### src/rtl/html_char_reader_pkg.sv
// html_char_reader_pkg: character width, default terminator and casefold helper shared with html_parser
package html_char_reader_pkg;
  localparam int CHAR_BITES = 8;
  localparam logic [CHAR_BITES-1:0] CHAR_TERMINATOR = 8'h00;
  function automatic logic [CHAR_BITES-1:0] fold_char(input logic [CHAR_BITES-1:0] c);
    return (c >= 8'h41 && c <= 8'h5a) ? c + 8'h20 : c;
  endfunction
endpackage

### src/rtl/html_char_reader_if.sv
// html_char_reader_if: ROM read port plus parser-facing character port of the reader
interface html_char_reader_if #(parameter int ADDR_WIDTH = 12);
  import html_char_reader_pkg::*;
  logic                  next_char;
  logic [ADDR_WIDTH-1:0] rom_addr;
  logic                  rom_rden;
  logic [7:0]            rom_data;
  logic [CHAR_BITES-1:0] char;
  logic                  char_valid;
  logic                  eof;
  modport master (
    input  next_char, rom_data,
    output rom_addr, rom_rden, char, char_valid, eof
  );
  modport slave (
    output next_char, rom_data,
    input  rom_addr, rom_rden, char, char_valid, eof
  );
endinterface

### src/rtl/html_char_reader_char_fifo2.sv
// char_fifo2: two-entry shift FIFO, head reads as zero when empty
module char_fifo2 #(parameter int W = 8) (
  input  logic         clk,
  input  logic         rst,
  input  logic         push_i,
  input  logic         pop_i,
  input  logic [W-1:0] din_i,
  output logic [W-1:0] head_o,
  output logic [1:0]   count_o
);
  logic [W-1:0] e0_q, e0_d, e1_q, e1_d;
  logic [1:0] count_q, count_d;
  logic pop;
  always_comb begin
    pop = pop_i & (count_q != 2'd0);
    e0_d = pop ? e1_q : e0_q;
    e1_d = e1_q;
    count_d = pop ? count_q - 2'd1 : count_q;
    if (push_i && count_d != 2'd2) begin
      e0_d = (count_d == 2'd0) ? din_i : e0_d;
      e1_d = (count_d == 2'd1) ? din_i : e1_d;
      count_d = count_d + 2'd1;
    end
  end
  always_ff @(posedge clk) begin
    if (rst) begin
      e0_q <= '0;
      e1_q <= '0;
      count_q <= 2'd0;
    end else begin
      e0_q <= e0_d;
      e1_q <= e1_d;
      count_q <= count_d;
    end
  end
  assign head_o = (count_q != 2'd0) ? e0_q : '0;
  assign count_o = count_q;
endmodule

### src/rtl/html_char_reader.sv
// html_char_reader: streams ROM text to the parser via a 2-deep prefetch; HTML_READER_CASEFOLD_EN lowercases A-Z
module html_char_reader
  import html_char_reader_pkg::*;
#(
  parameter int ADDR_WIDTH = 12,
  parameter int TEXT_LENGTH = 4096,
  parameter logic [CHAR_BITES-1:0] TERMINATOR = CHAR_TERMINATOR
) (
  input logic CLOCK_50,
  input logic reset,
  html_char_reader_if.master bus
);
  localparam logic [ADDR_WIDTH:0] LIMIT = (ADDR_WIDTH+1)'(TEXT_LENGTH);
  logic [ADDR_WIDTH:0] faddr_q, faddr_d;
  logic inflight_q, inflight_d, done_q, done_d;
  logic [1:0] count;
  logic [CHAR_BITES-1:0] head, push_data;
  logic pop, push, term_hit, issue;
  assign pop = bus.next_char & bus.char_valid;
  assign term_hit = inflight_q & (bus.rom_data == TERMINATOR);
  // a terminator on the ROM bus already stops the next fetch, so eof is not held off by a wasted read
  assign issue = !reset & !done_q & !term_hit & (faddr_q < LIMIT) &
                 ({1'b0, count} + {2'b0, inflight_q} < 3'd2 + {2'b0, pop});
  assign push = inflight_q & !term_hit & !done_q;
`ifdef HTML_READER_CASEFOLD_EN
  assign push_data = fold_char(bus.rom_data);
`else
  assign push_data = bus.rom_data;
`endif
  always_comb begin
    faddr_d = issue ? faddr_q + (ADDR_WIDTH+1)'(1) : faddr_q;
    inflight_d = issue;
    done_d = done_q | term_hit | (faddr_q == LIMIT);
  end
  always_ff @(posedge CLOCK_50) begin
    if (reset) begin
      faddr_q <= '0;
      inflight_q <= 1'b0;
      done_q <= 1'b0;
    end else begin
      faddr_q <= faddr_d;
      inflight_q <= inflight_d;
      done_q <= done_d;
    end
  end
  char_fifo2 #(.W(CHAR_BITES)) u_fifo (
    .clk     (CLOCK_50),
    .rst     (reset),
    .push_i  (push),
    .pop_i   (pop),
    .din_i   (push_data),
    .head_o  (head),
    .count_o (count)
  );
  assign bus.rom_addr = faddr_q[ADDR_WIDTH-1:0];
  assign bus.rom_rden = issue;
  assign bus.char = head;
  assign bus.char_valid = count != 2'd0;
  assign bus.eof = done_q & !inflight_q & (count == 2'd0);
endmodule

### src/flat_wrapper.sv
// flat-port wrapper written by rule: the top's interface ports become plain ports
module html_char_reader_flat import html_char_reader_pkg::*;
#(
  parameter int ADDR_WIDTH = 12,
  parameter int TEXT_LENGTH = 4096,
  parameter logic [CHAR_BITES-1:0] TERMINATOR = CHAR_TERMINATOR
)
  (CLOCK_50, reset, bus_next_char, bus_rom_data, bus_rom_addr, bus_rom_rden, bus_char, bus_char_valid, bus_eof);
  html_char_reader_if #(.ADDR_WIDTH(ADDR_WIDTH)) bus_i ();
  input logic CLOCK_50;
  input logic reset;
  input wire logic [$bits(bus_i.next_char)-1:0] bus_next_char;
  input wire logic [$bits(bus_i.rom_data)-1:0] bus_rom_data;
  output wire logic [$bits(bus_i.rom_addr)-1:0] bus_rom_addr;
  output wire logic [$bits(bus_i.rom_rden)-1:0] bus_rom_rden;
  output wire logic [$bits(bus_i.char)-1:0] bus_char;
  output wire logic [$bits(bus_i.char_valid)-1:0] bus_char_valid;
  output wire logic [$bits(bus_i.eof)-1:0] bus_eof;
  assign bus_i.next_char = bus_next_char;
  assign bus_i.rom_data = bus_rom_data;
  assign bus_rom_addr = bus_i.rom_addr;
  assign bus_rom_rden = bus_i.rom_rden;
  assign bus_char = bus_i.char;
  assign bus_char_valid = bus_i.char_valid;
  assign bus_eof = bus_i.eof;
  html_char_reader #(.ADDR_WIDTH(ADDR_WIDTH), .TEXT_LENGTH(TEXT_LENGTH), .TERMINATOR(TERMINATOR)) u_core (.CLOCK_50(CLOCK_50), .reset(reset), .bus(bus_i));
endmodule
### config.mk
export PLATFORM = sky130hd
export DESIGN_NAME = html_char_reader_flat
export DESIGN_NICKNAME = d
export VERILOG_FILES = /design/src/rtl/html_char_reader_pkg.sv /design/src/rtl/html_char_reader_if.sv /design/src/rtl/html_char_reader_char_fifo2.sv /design/src/rtl/html_char_reader.sv /design/src/flat_wrapper.sv
export SDC_FILE = /design/constraint.sdc
export NUM_CORES = 1
export LEC_CHECK = 0
export ABC_AREA = 1
export CORE_MARGIN = 5
export CORE_UTILIZATION = 40
export DETAILED_ROUTE_END_ITERATION = 16
export PLACE_DENSITY = 0.75
export SLEW_MARGIN = 20
export SYNTH_ARGS = -nofsm -noshare
export SYNTH_HDL_FRONTEND = slang
export SYNTH_SLANG_ARGS = --single-unit
### constraint.sdc
create_clock -name CLOCK_50 -period 2.25 [get_ports CLOCK_50]
set_input_delay 0.225 -clock CLOCK_50 [delete_from_list [all_inputs] [get_ports CLOCK_50]]
set_output_delay 0.225 -clock CLOCK_50 [all_outputs]
set_load 0.01 [all_outputs]
[Word-level counts from Yosys, hierarchy flattened]
Cells that the tools add are included.
Cells by class
  add/sub/neg operators: 5
  order comparisons: 2
  equal/unequal tests: 3
  multiplexer cells: 6
  bitwise gates (word level): 13
  reductions and logical operators: 10
Operators with widths (count)
  8-bit two-way mux: 4
  13-bit by 1-bit adder with 13-bit output, second input constant: 1
  13-bit == test, second input constant: 1
  13-bit < comparator, second input constant: 1
  1-bit AND: 11
  8-bit logical NOT: 1
  1-bit logical NOT: 4
  2-bit logical NOT: 2
  2-bit two-way mux: 2
  2-bit by 1-bit adder with 3-bit output: 1
  2-bit by 1-bit adder with 3-bit output, first input constant: 1
  3-bit < comparator: 1
  2-bit by 1-bit adder with 2-bit output, second input constant: 1
  2-bit by 1-bit == test with 1-bit output, second input constant: 1
  2-bit inequality test, second input constant: 1
  1-bit OR: 2
  2-bit AND reduction: 1
  2-bit nonzero test: 1
  2-bit by 1-bit subtractor with 2-bit output, second input constant: 1
  1-bit logical AND: 1
Storage, ports and cells
  bits in registers: 33
  input port bits: 11
  output and inout port bits: 23
  logic and storage cells: 45

[Logic depth before layout (Yosys ltp)]
Gate-level depths: netlist (run 1).
  word-level depth: 7
  gate-level depth with buffers: 18
  depth with buffers taken out: 15

[Cells and area by module]
A second synthesis (run 1) with hierarchy kept.
Second synthesis, totals
  cell total of the unflattened synthesis: 320
  area, all modules: 2097.0 um^2
Modules (own cells, without submodules)
  html_char_reader: times used 1, cells an instance 174, area an instance 1131.1 um^2, seq. area each 300.3 um^2
  char_fifo2: times used 1, cells an instance 146, area an instance 965.9 um^2, seq. area each 360.3 um^2

[Least setup slack after synthesis (run 1)]
Ideal clock, no wire load.
  path type: register to register
  from: register u_core.u_fifo.count_q[0] (netlist: u_core.u_fifo.count_o[0])
  to: register u_core.u_fifo.e0_q[0]
  library setup time: 0.113 ns
  arrival: 2.238 ns
  required time: 2.137 ns
  slack: -0.100 ns
  cell stages (with the launch flop): 17
  path buffers: 3
  clock period less this slack: 2.350 ns
  cells stage by stage: dfxtp_1 > inv_1 > ha_1 > buf_6 > inv_6 > nand2_4 > buf_6 > o21ai_4 > inv_1 > ha_1 > nor3_1 > o21ai_0 > inv_1 > nand3_4 > buf_6 > nor2_1 > nor2_1
Between the ends
  cells in the longest elaborated chain, start to end: 7
  elaborated cells between the ends (all ways): 11
  classes of those cells: add/sub: 1; eq/ne: 1; mux: 4; bitwise: 2; reduce/logical: 3
Ends and longest elaborated chain
  from (decl): line html_char_reader_char_fifo2.sv:12  | logic [1:0] count_q, count_d;
  from (signal assigned): line html_char_reader_char_fifo2.sv:33  | count_q <= count_d;
  2-bit nonzero test: line html_char_reader_char_fifo2.sv:15, html_char_reader.sv:58
  1-bit AND: line html_char_reader.sv:19  | assign pop = bus.next_char & bus.char_valid;
  1-bit AND: line html_char_reader_char_fifo2.sv:15  | pop = pop_i & (count_q != 2'd0);
  2-bit two-way mux: line html_char_reader_char_fifo2.sv:18  | count_d = pop ? count_q - 2'd1 : count_q;
  2-bit logical NOT / 2-bit inequality test (equally long branches): line html_char_reader_char_fifo2.sv:20, html_char_reader_char_fifo2.sv:19
  8-bit two-way mux / 1-bit logical AND (equally long branches): line html_char_reader_char_fifo2.sv:20, html_char_reader_char_fifo2.sv:19
  8-bit two-way mux *: line html_char_reader_char_fifo2.sv:19  | if (push_i && count_d != 2'd2) begin
  to (signal assigned): line html_char_reader_char_fifo2.sv:27  | e0_q <= '0;
  to (signal assigned): line html_char_reader_char_fifo2.sv:31  | e0_q <= e0_d;
  to (decl): line html_char_reader_char_fifo2.sv:11  | logic [W-1:0] e0_q, e0_d, e1_q, e1_d;
Mark *: on every way between the ends. The rest lies on a longest branch, timed or not.
A chain may end at the register's enable or synchronous reset.

[Worst setup path in the final report (run 1)]
  from: register u_core.u_fifo.count_q[1] (netlist: u_core.u_fifo.count_o[1])
  to: register u_core.u_fifo.e1_q[5]
Between the ends
  cells in the longest elaborated chain, start to end: 7
  elaborated cells between the ends (all ways): 9
  classes of those cells: add/sub: 1; eq/ne: 2; mux: 1; bitwise: 2; reduce/logical: 3
Ends and longest elaborated chain
  2-bit nonzero test: line html_char_reader_char_fifo2.sv:15, html_char_reader.sv:58
  1-bit AND: line html_char_reader.sv:19
  1-bit AND: line html_char_reader_char_fifo2.sv:15
  2-bit two-way mux *: line html_char_reader_char_fifo2.sv:18
  2-bit inequality test: line html_char_reader_char_fifo2.sv:19
  1-bit logical AND: line html_char_reader_char_fifo2.sv:19
  2-bit AND reduction (no line) *
  to (signal assigned): line html_char_reader_char_fifo2.sv:28  | e1_q <= '0;
  to (signal assigned): line html_char_reader_char_fifo2.sv:32  | e1_q <= e1_d;
  to (decl): line html_char_reader_char_fifo2.sv:11
Marked as above.

==> run summary, run 1 <==
status - completed
# setup viols final - 0
WP data arrival - 2.33 ns
Leak Pwr - 1.16 nW
crit path capture type - flip-flop
pwr dens - 1130 nW/um2
largest family of logic cells by synthesized area - simple AND/OR/NAND/NOR gates
Mapped Area - 2020 um2
Initial Util - 0.420
antenna cell count - 0
vias in the first global route - 1753
slowest cell delay on critical path - 0.32 ns
part of the cycle the worst path needs - 0.937
CTS Sinks - 33
RD Place Congestion - 0.883
yosys warns - 0
Routed Antenna Nets - 0
GRT Total Usage - 0.151
Post-synth EDFFs - 0
detailed-route via count - 1993
Syn Area/Cell - 6.36 um2
Synth Flop Type - dfxtp_1
number of fill cells in the layout - 495
Overall Power - 2.97 mW
Async SR Flop Fraction - 0
H-tree depth - 2
max_slew headroom - 0.792
Worst-Margin Slew - 0.312 ns
Synth Area in Adders - 0.0433
die height - 81.1 um
fin crit period - 2.11 ns
worst-path cell chain - inv_1, ha_4, clkinv_4, nand2_8, nand2_2, o21ai_4, inv_1, ha_1, nor3_1, o21ai_1, inv_2, buf_6, nand3_1, a21oi_1
most used cell, CP - inv_1
NumNets Final - 377
worst flop-to-flop path startpoint - u_core.u_fifo.count_o[1]$_SDFF_PP0_
count leader, synth - nand2_1
Final Hold Viols - 0
Std-Cell Core Area - 4820 um2
Area Growth Syn to Fin - 29.8%
dpl hpwl - 3530 um
Worst Path Required - 2.47 ns
syn nets - 336
critical path's slowest cell - dfxtp_1
Setup Skew - 0.0107 ns
worst hold path class - flip-flop to flip-flop
Post-DP Area - 2430 um2
Reg2Reg Capture Point - u_core.u_fifo.e1_q[5]$_SDFFE_PP0P_
crit path launch type - flip-flop
Hold Startpoint - u_core.u_fifo.e1_q[0]$_SDFFE_PP0P_
initial antenna violation count - 0
I/O Buffers - 33
Final Instance Area - 2630 um2
Post-Synth Simple-Gate Area - 0.397
clock buffer depth - 2
Synth Instances - 318
mux contribution to synthesized area - 0
ranking of synthesized cells by instance count - 82 x nand2_1, 69 x nor2_1, 41 x inv_1
Reg2Reg Depth - 14
Max Clk Rate - 0.474 GHz
Final Slew Violations - 0
I/O pins - 34
Synth area leader - dfxtp_1
Max IR drop VDD - 580 uV
critical path type - flip-flop to flip-flop
Netlist cell types - 23
R2R setup slack - 0.14 ns
delay-heaviest family, CP - buffers and inverters
drt initial violations - 99
FP Rows - 25
largest cells by area after synthesis - dfxtp_1 33%, nand2_1 15%, nor2_1 13%
global-route wire length before repair - 7680 um
full die area - 6580 um2
share of cells above drive strength 1 - 0.122
clk_lat worst skew - 0.29 ns
die width - 81.1 um
WHS Path Cells - 2
CTS tree - built
final WL - 4790 um
Reg clk slew, reported paths - 0.08 ns
DR DRC count - 0
max cap viols - 0
pin count of the biggest net entering global routing - 17
Synth Area in XOR/XNOR - 0.0223
worst-path fanout max - 8
register area share after synthesis - 0.327
drt wl/cell - 11.2 um
Seq cells post-synth - 33
GRT overflow - 0
Clock Root Buffer - clkbuf_8
CTS buffer count - 5
routed vias/inst - 4.67
Compound-Gate Fraction of Synth Area - 0.0526
TritonRoute pass-1 iters - 4
Synth top area share - 0.327
Hold EP - u_core.u_fifo.e1_q[0]$_SDFFE_PP0P_
CP bufs+invs - 5
-- worst max path at each step --
stage          cells after the start                                start                            endpoint  slack (ns)
6_report                          14  u_core.u_fifo.count_o[1]$_SDFF_PP0_  u_core.u_fifo.e1_q[5]$_SDFFE_PP0P_        0.14
5_1_grt                           14  u_core.u_fifo.count_o[1]$_SDFF_PP0_  u_core.u_fifo.e1_q[2]$_SDFFE_PP0P_       -0.05
4_1_cts                           13  u_core.u_fifo.count_o[1]$_SDFF_PP0_    u_core.u_fifo.e0_q[7]$_SDFF_PP0_        0.01
3_5_place_dp                      11                        bus_next_char    u_core.u_fifo.e0_q[2]$_SDFF_PP0_      -0.009
3_3_place_gp                       8                      bus_rom_data[5]                        bus_rom_rden        0.08
2_1_floorplan                     16  u_core.u_fifo.count_o[0]$_SDFF_PP0_    u_core.u_fifo.e0_q[0]$_SDFF_PP0_       0.005
-- power breakdown --
group	internal, mW	total, mW	switching (mW)
Sequential	0.717	0.806	0.0890
Combinational	0.652	1.49	0.836
Clock	0.440	0.672	0.231
Total	1.81	2.97	1.16
-- per-layer routing --
layer,global-route usage,up-vias,routed length (um)
met5,0,-,0
met4,0.0878,0,127
met3,0.0366,14,217
met2,0.250,57,2260
met1,0.177,871,2180
li1,-,1051,-
-- cell families (layout without fill, tap and decap cells) --
family | after synthesis | in the layout
buf+inv | 64 | 105
simple gates | 192 | 193
xor+xnor | 3 | 3
flops | 33 | 33
fa+ha+maj | 7 | 7
compound gates | 19 | 19
-- cell type report --
class / instances / area [um2] / share of cell area
multi-input combinational: 222 / 1090 / 0.414
timing repair buffer: 55 / 498 / 0.190
inverter: 42 / 163 / 0.0619
clock buffer: 5 / 68.8 / 0.0262
tap: 67 / 83.8 / 0.0319
sequential: 33 / 662 / 0.252
clock inverter: 3 / 65.1 / 0.0248
-- sequential cells by signal, summed over array words and instances, names as in the netlist --
name / flops
u_core.u_fifo.e0_q: 8
u_core.done_q: 1
u_core.u_fifo.e1_q: 8
u_core.inflight_q: 1
u_core.u_fifo.count_o: 2
u_core.faddr_q: 13
-- cell usage in the layout, fill, tap and decap left out, drive strengths merged --
cell,count
o21ai,6
clkbuf,5
nand3b,1
clkdlybuf4s50,32
buf,22
ha,7
a21oi,13
nor2,69
bufinv,2
nand4,5
nor3,5
nand2,86
inv,41
dfxtp,33
dlygate4sd2,1
clkinv,2
xor2,3
nand3,27
-- worst register-to-register path, delay by kind of cell (launching register included) --
| family | cells | cell delay, ns |
|---|---|---|
| AND/OR/NAND/NOR | 4 | 0.41 |
| flip-flops | 1 | 0.32 |
| buffers and inverters | 5 | 0.60 |
| AO/OA/AOI/OAI | 3 | 0.35 |
| adder cells (fa/ha/maj) | 2 | 0.36 |
-- stage by stage --
stage	TNS [ns]	setup WS, ns	util	hold WS [ns]	std cells
global route	-0.384	-0.0494	0.545	0.479	427
CTS	0	0.0112	0.533	0.467	424
detailed placement	-0.0339	-0.00902	0.505	0.456	416
finish	0	0.142	0.545	0.466	427
floorplan	0	0.00475	-	0.360	318
global placement	0	0.0810	0.505	0.451	416
-- timing repair --
item / CTS / global route
hold buffers: 0 / 0
pin swaps: 0 / 1
gates resized for setup: 2 / 8
endpoints found under the setup margin: 1 / 17
buffers inserted: 0 / 2
cloned: 0 / 1
(Power assumes the default switching activity.)
==> run 2: changes to the inputs <==
--- a/config.mk
+++ b/config.mk
@@ -9,7 +9,8 @@
 export CORE_MARGIN = 5
 export CORE_UTILIZATION = 40
 export DETAILED_ROUTE_END_ITERATION = 16
-export PLACE_DENSITY = 0.75
+export HOLD_SLACK_MARGIN = 0.05
+export PLACE_DENSITY = 0.67
 export SLEW_MARGIN = 20
 export SYNTH_ARGS = -nofsm -noshare
 export SYNTH_HDL_FRONTEND = slang
==> run 2 against run 1 <==
Effect of this change: global-route usage grew 0.93 points; fmax grew 2.1%; setup slack gained 0.044 ns; clock power shrank 34%; die area is the same; register-to-register slack gained 0.04 ns; utilization shrank 2.0 points; combinational power shrank 3%; hold slack is essentially flat; largest cell class unchanged; largest power group unchanged.
==> run summary, run 2 (synthesized netlist as in run 1, its figures left out) <==
largest registers - u_core.faddr_q (13), u_core.u_fifo.e0_q (8), u_core.u_fifo.e1_q (8)
status - completed
worst-path fanout max - 8
max_slew headroom - 0.841
I/O pins - 34
Reg clk slew, reported paths - 0.07 ns
full die area - 6580 um2
Reg2Reg Capture Point - u_core.u_fifo.e0_q[1]$_SDFF_PP0_
final worst slack - 0.186 ns
die width - 81.1 um
final WL - 4770 um
fin crit period - 2.06 ns
Final Slew Violations - 0
CTS Sinks - 33
Max IR drop VDD - 382 uV
worst flop-to-flop path startpoint - u_core.u_fifo.count_o[1]$_SDFF_PP0_
Final Hold Viols - 0
Routed Antenna Nets - 0
TritonRoute pass-1 iters - 4
clk_lat worst skew - 0.29 ns
part of the cycle the worst path needs - 0.917
FP Rows - 25
WHS Path Cells - 2
setup_tns - 0 ns
Reg with most FFs - u_core.faddr_q
# setup viols final - 0
pin count of the biggest net entering global routing - 18
H-tree depth - 2
initial antenna violation count - 0
Max Clk Rate - 0.484 GHz
drt wl/cell - 11.2 um
Hold EP - u_core.u_fifo.e1_q[6]$_SDFFE_PP0P_
CTS buffer count - 5
Worst-Margin Slew - 0.237 ns
CTS tree - built
Setup Skew - 0.00397 ns
DR DRC count - 0
Worst Path Required - 2.48 ns
pwr dens - 1070 nW/um2
critical path type - flip-flop to flip-flop
Reg area - 662 um2
most frequent cells in the layout - 81 x nand2_1, 69 x nor2_1, 40 x inv_1
die height - 81.1 um
dpl hpwl - 3530 um
number of fill cells in the layout - 515
Initial Util - 0.420
dpl ws - 0.0292 ns
crit path capture type - flip-flop
GRT overflow - 0
drt initial violations - 110
I/O Buffers - 33
worst hold path class - flip-flop to flip-flop
Hold Startpoint - u_core.u_fifo.e1_q[6]$_SDFFE_PP0P_
antenna cell count - 0
routed vias/inst - 4.50
Multi-input gate area - 1070 um2
NumNets Final - 374
vias in the first global route - 1799
Leak Pwr - 1.12 nW
Std-Cell Core Area - 4820 um2
crit path launch type - flip-flop
most common cell after layout, fill and taps aside - nand2_1
Area Growth Syn to Fin - 25.0%
clock buffer depth - 2
GRT Total Usage - 0.160
max cap viols - 0
R2R setup slack - 0.19 ns
RD Place Congestion - 0.820
share of cells above drive strength 1 - 0.109
Reg2Reg Depth - 14
global-route wire length before repair - 8150 um
max FFs per register - 13
WP data arrival - 2.29 ns
detailed-route via count - 1907
Clock Root Buffer - clkbuf_8
==> run 2: cell type report <==
cell class,instances,share of cell area
repair buffers,52,0.186
well taps,67,0.0331
inverters,42,0.0643
flip-flops and latches,33,0.262
multi-input cells,222,0.422
clock inverters,2,0.00396
clock buffers,6,0.0287
==> run 2: what timing repair did <==
action / in CTS / in global routing
hold endpoints to repair: 0 / 0
buffers inserted: 0 / 1
pin swaps: 0 / 1
setup endpoints to repair: 1 / 17
cloned: 0 / 1
hold buffers: 0 / 0
gates resized for setup: 1 / 4
==> run 2: report_power, final <==
| group | total [mW] | switching, mW | internal, mW |
|---|---|---|---|
| sequential | 0.801 | 0.0848 | 0.717 |
| clock | 0.442 | 0.228 | 0.214 |
| combinational | 1.45 | 0.822 | 0.631 |
==> run 2: per-stage QoR <==
step,cell area [um2],utilization,power (mW),instances,hold slack (ns)
final,2530,0.525,2.70,424,0.466
after global routing,2530,0.525,2.96,424,0.488
after CTS,2500,0.518,2.65,422,0.471
after detailed placement,2420,0.502,2.20,414,0.461
after global placement,2420,0.502,2.17,414,0.449
after floorplan,2020,-,1.76,318,0.360
==> run 2: worst max path at each step <==
stage | start | to | slack, ns
floorplan | u_core.u_fifo.count_o[0]$_SDFF_PP0_ | u_core.u_fifo.e0_q[0]$_SDFF_PP0_ | 0.005
global placement | bus_next_char | bus_rom_rden | 0.08
detailed placement | bus_next_char | u_core.u_fifo.e0_q[2]$_SDFF_PP0_ | 0.03
CTS | u_core.u_fifo.count_o[1]$_SDFF_PP0_ | u_core.u_fifo.e0_q[2]$_SDFF_PP0_ | 0.05
global route | u_core.u_fifo.count_o[1]$_SDFF_PP0_ | u_core.u_fifo.e1_q[1]$_SDFFE_PP0P_ | -0.008
finish | u_core.u_fifo.count_o[1]$_SDFF_PP0_ | u_core.u_fifo.e0_q[1]$_SDFF_PP0_ | 0.19
==> run 2: worst max-delay path, stage by stage, from the launching register on <==
cell and delay, ns:
dfxtp_1 0.34, inv_1 0.09, ha_4 0.18, inv_6 0.07, nand2_4 0.08, o21ai_4 0.13, inv_1 0.07, ha_1 0.18
nor3_1 0.15, o21ai_1 0.13, inv_2 0.15, nand3_2 0.19, nand2_1 0.10, nand2_1 0.05, nor2_1 0.08
==> run 2: metal layers <==
metal	part of all wire	routed length [um]	up-vias	GRT usage
met1	0.45	2170	830	0.185
met4	0.014	65	0	0.0608
met5	0	0	-	0
met3	0.046	219	8	0.0521
met2	0.49	2310	27	0.276
li1	-	-	1042	-
==> run 3: changes to the inputs <==
--- a/config.mk
+++ b/config.mk
@@ -6,12 +6,15 @@
 export NUM_CORES = 1
 export LEC_CHECK = 0
 export ABC_AREA = 1
+export CELL_PAD_IN_SITES_DETAIL_PLACEMENT = 1
+export CELL_PAD_IN_SITES_GLOBAL_PLACEMENT = 2
 export CORE_MARGIN = 5
-export CORE_UTILIZATION = 40
+export CORE_UTILIZATION = 26
 export DETAILED_ROUTE_END_ITERATION = 16
 export HOLD_SLACK_MARGIN = 0.05
-export PLACE_DENSITY = 0.67
+export PLACE_DENSITY = 0.78
 export SLEW_MARGIN = 20
 export SYNTH_ARGS = -nofsm -noshare
 export SYNTH_HDL_FRONTEND = slang
+export SYNTH_HIERARCHICAL = 1
 export SYNTH_SLANG_ARGS = --single-unit
==> run 3 against run 2 <==
Effect of this change: sequential share of layout area fell by 0.71 points; setup slack lost 0.0098 ns; fmax down 0.47%; clock power up 52%; wire length is 11% higher; highest routed layer unchanged; final cell count grew 6.6%; total power grew 18%; sequential power grew 15%.
==> run summary, run 3 <==
RD Place Congestion - 0.772
CTS Sinks - 33
Seq cells post-synth - 33
DR DRC count - 0
share of cells above drive strength 1 - 0.103
worst hold path class - flip-flop to flip-flop
Synth Instances - 320
Final Slew Violations - 0
clk_lat worst skew - 0.29 ns
die height - 99.8 um
WP data arrival - 1.85 ns
drt wl/cell - 11.7 um
global-route wire length before repair - 8990 um
pwr dens - 1220 nW/um2
routed vias/inst - 4.17
I/O pins - 34
CTS tree - built
largest registers - u_core/faddr_q (13), u_core/u_fifo/e0_q (8), u_core/u_fifo/e1_q (8)
Max Clk Rate - 0.482 GHz
CTS buffer count - 5
clock buffer depth - 2
RSZ-0062 raised after global routing - no
Initial Util - 0.269
Final Hold Viols - 0
die width - 99.8 um
Reg with most FFs - u_core/faddr_q
Clock Root Buffer - clkbuf_8
status - completed
Non-Filler Instances - 452
setup_tns - 0 ns
worst-path fanout max - 8
max_slew headroom - 0.696
final WL - 5310 um
Max IR drop VDD - 441 uV
drt initial violations - 48
NumNets Final - 367
initial antenna violation count - 0
antenna cell count - 0
GRT Total Usage - 0.112
Routed Antenna Nets - 0
Syn Area/Cell - 6.55 um2
part of the cycle the worst path needs - 0.922
Async SR Flop Fraction - 0
max FFs per register - 13
Reg clk slew, reported paths - 0.07 ns
I/O Buffers - 33
max cap viols - 0
crit path capture type - primary output
Leak Pwr - 1.17 nW
GRT overflow - 0
Overall Power - 3.17 mW
syn nets - 338
register area share after synthesis - 0.315
most frequent cells in the layout - 71 x nand2_1, 59 x nor2_1, 53 x inv_1
# placed instances - 444
Worst-Margin Slew - 0.455 ns
Setup Skew - 0.00591 ns
ranking of synthesized cells by instance count - 71 x nand2_1, 59 x nor2_1, 53 x inv_1
Worst Path Required - 2.03 ns
yosys warns - 6
crit path launch type - flip-flop
number of post-CTS setup repair buffers - 0
number of fill cells in the layout - 1003
Std-Cell Core Area - 7810 um2
Netlist cell types - 28
Area Growth Syn to Fin - 24.2%
Synth Flop Type - dfxtp_1
fin crit period - 2.07 ns
count leader, synth - nand2_1
H-tree depth - 2
vias in the first global route - 1934
TritonRoute pass-1 iters - 4
# setup viols final - 0
Post-synth EDFFs - 0
pin count of the biggest net entering global routing - 18
full die area - 9960 um2
critical path type - flip-flop to primary output
largest cells by area after synthesis - dfxtp_1 32%, nand2_1 13%, nor2_1 11%
most common cell after layout, fill and taps aside - nand2_1
Synth top area share - 0.315
detailed-route via count - 1886
FP Rows - 32
dpl hpwl - 4060 um
Mapped Area - 2100 um2
Synth area leader - dfxtp_1
## run 3: power by group
part / switching [mW] / total, mW / internal, mW
sequential: 0.151 / 0.921 / 0.770
clock: 0.233 / 0.673 / 0.440
combinational: 0.904 / 1.58 / 0.671
total: 1.29 / 3.17 / 1.88
## run 3: kinds of logic after synthesis
kind of cell / after synthesis / synth area share
adder cells (fa/ha/maj): 7 / 0.0418
AND/OR/NAND/NOR: 164 / 0.347
AO/OA/AOI/OAI: 34 / 0.0961
XOR/XNOR: 7 / 0.0292
flip-flops: 33 / 0.315
buffers and inverters: 75 / 0.171
## run 3: final cells by class
class | count | area, um2 | area share
clock buffer | 5 | 68.8 | 0.0264
clock inverter | 3 | 65.1 | 0.0250
inverter | 56 | 213 | 0.0817
multi-input combinational | 212 | 1080 | 0.414
sequential | 33 | 663 | 0.255
tap | 102 | 128 | 0.0490
timing repair buffer | 41 | 389 | 0.149
## run 3: path summary, 6_finish.rpt
check | from | to | slack (ns) | depth (start not counted)
hold / removal | u_core/u_fifo/e1_q[0]$_SDFFE_PP0P_ | u_core/u_fifo/e1_q[0]$_SDFFE_PP0P_ | 0.45 | 2
setup / recovery | u_core/u_fifo/count_o[0]$_SDFF_PP0_ | bus_char[6] | 0.18 | 5
hold reg to reg | u_core/u_fifo/e1_q[0]$_SDFFE_PP0P_ | u_core/u_fifo/e1_q[0]$_SDFFE_PP0P_ | 0.45 | 2
setup reg to reg | u_core/u_fifo/count_o[0]$_SDFF_PP0_ | u_core/u_fifo/e0_q[6]$_SDFF_PP0_ | 0.29 | 13
## run 3: metrics by stage
step                      setup WS, ns  cell area, um2   util  hold slack, ns
after floorplan                 0.0910            2100      -           0.294
final                            0.176            2610  0.334           0.451
after detailed placement        0.0415            2470  0.316           0.445
after global routing            0.0314            2610  0.334           0.485
after global placement           0.159            2470  0.316           0.435
after CTS                       0.0455            2600  0.333           0.456
## run 3: critical path, stage by stage (launching register included)
cell             delay, ns
dfxtp_2               0.38
inv_1                 0.08
ha_1                  0.24
buf_4                 0.18
nor2_1                0.13
clkdlybuf4s50_1       0.56
## run 3: per-layer routing
metal | global-route usage | vias to the layer above | wire, um
li1 | - | 1016 | -
met1 | 0.145 | 843 | 2640
met2 | 0.185 | 21 | 2440
met3 | 0.0285 | 6 | 162
met4 | 0.0284 | 0 | 59
met5 | 0 | - | 0
## run 3: timing repair
| action | in CTS | in global routing |
|---|---|---|
| gates resized for setup | 1 | 2 |
| endpoints found under the setup margin | 1 | 3 |
| hold buffers | 0 | 0 |
| hold endpoints to repair | 0 | 0 |
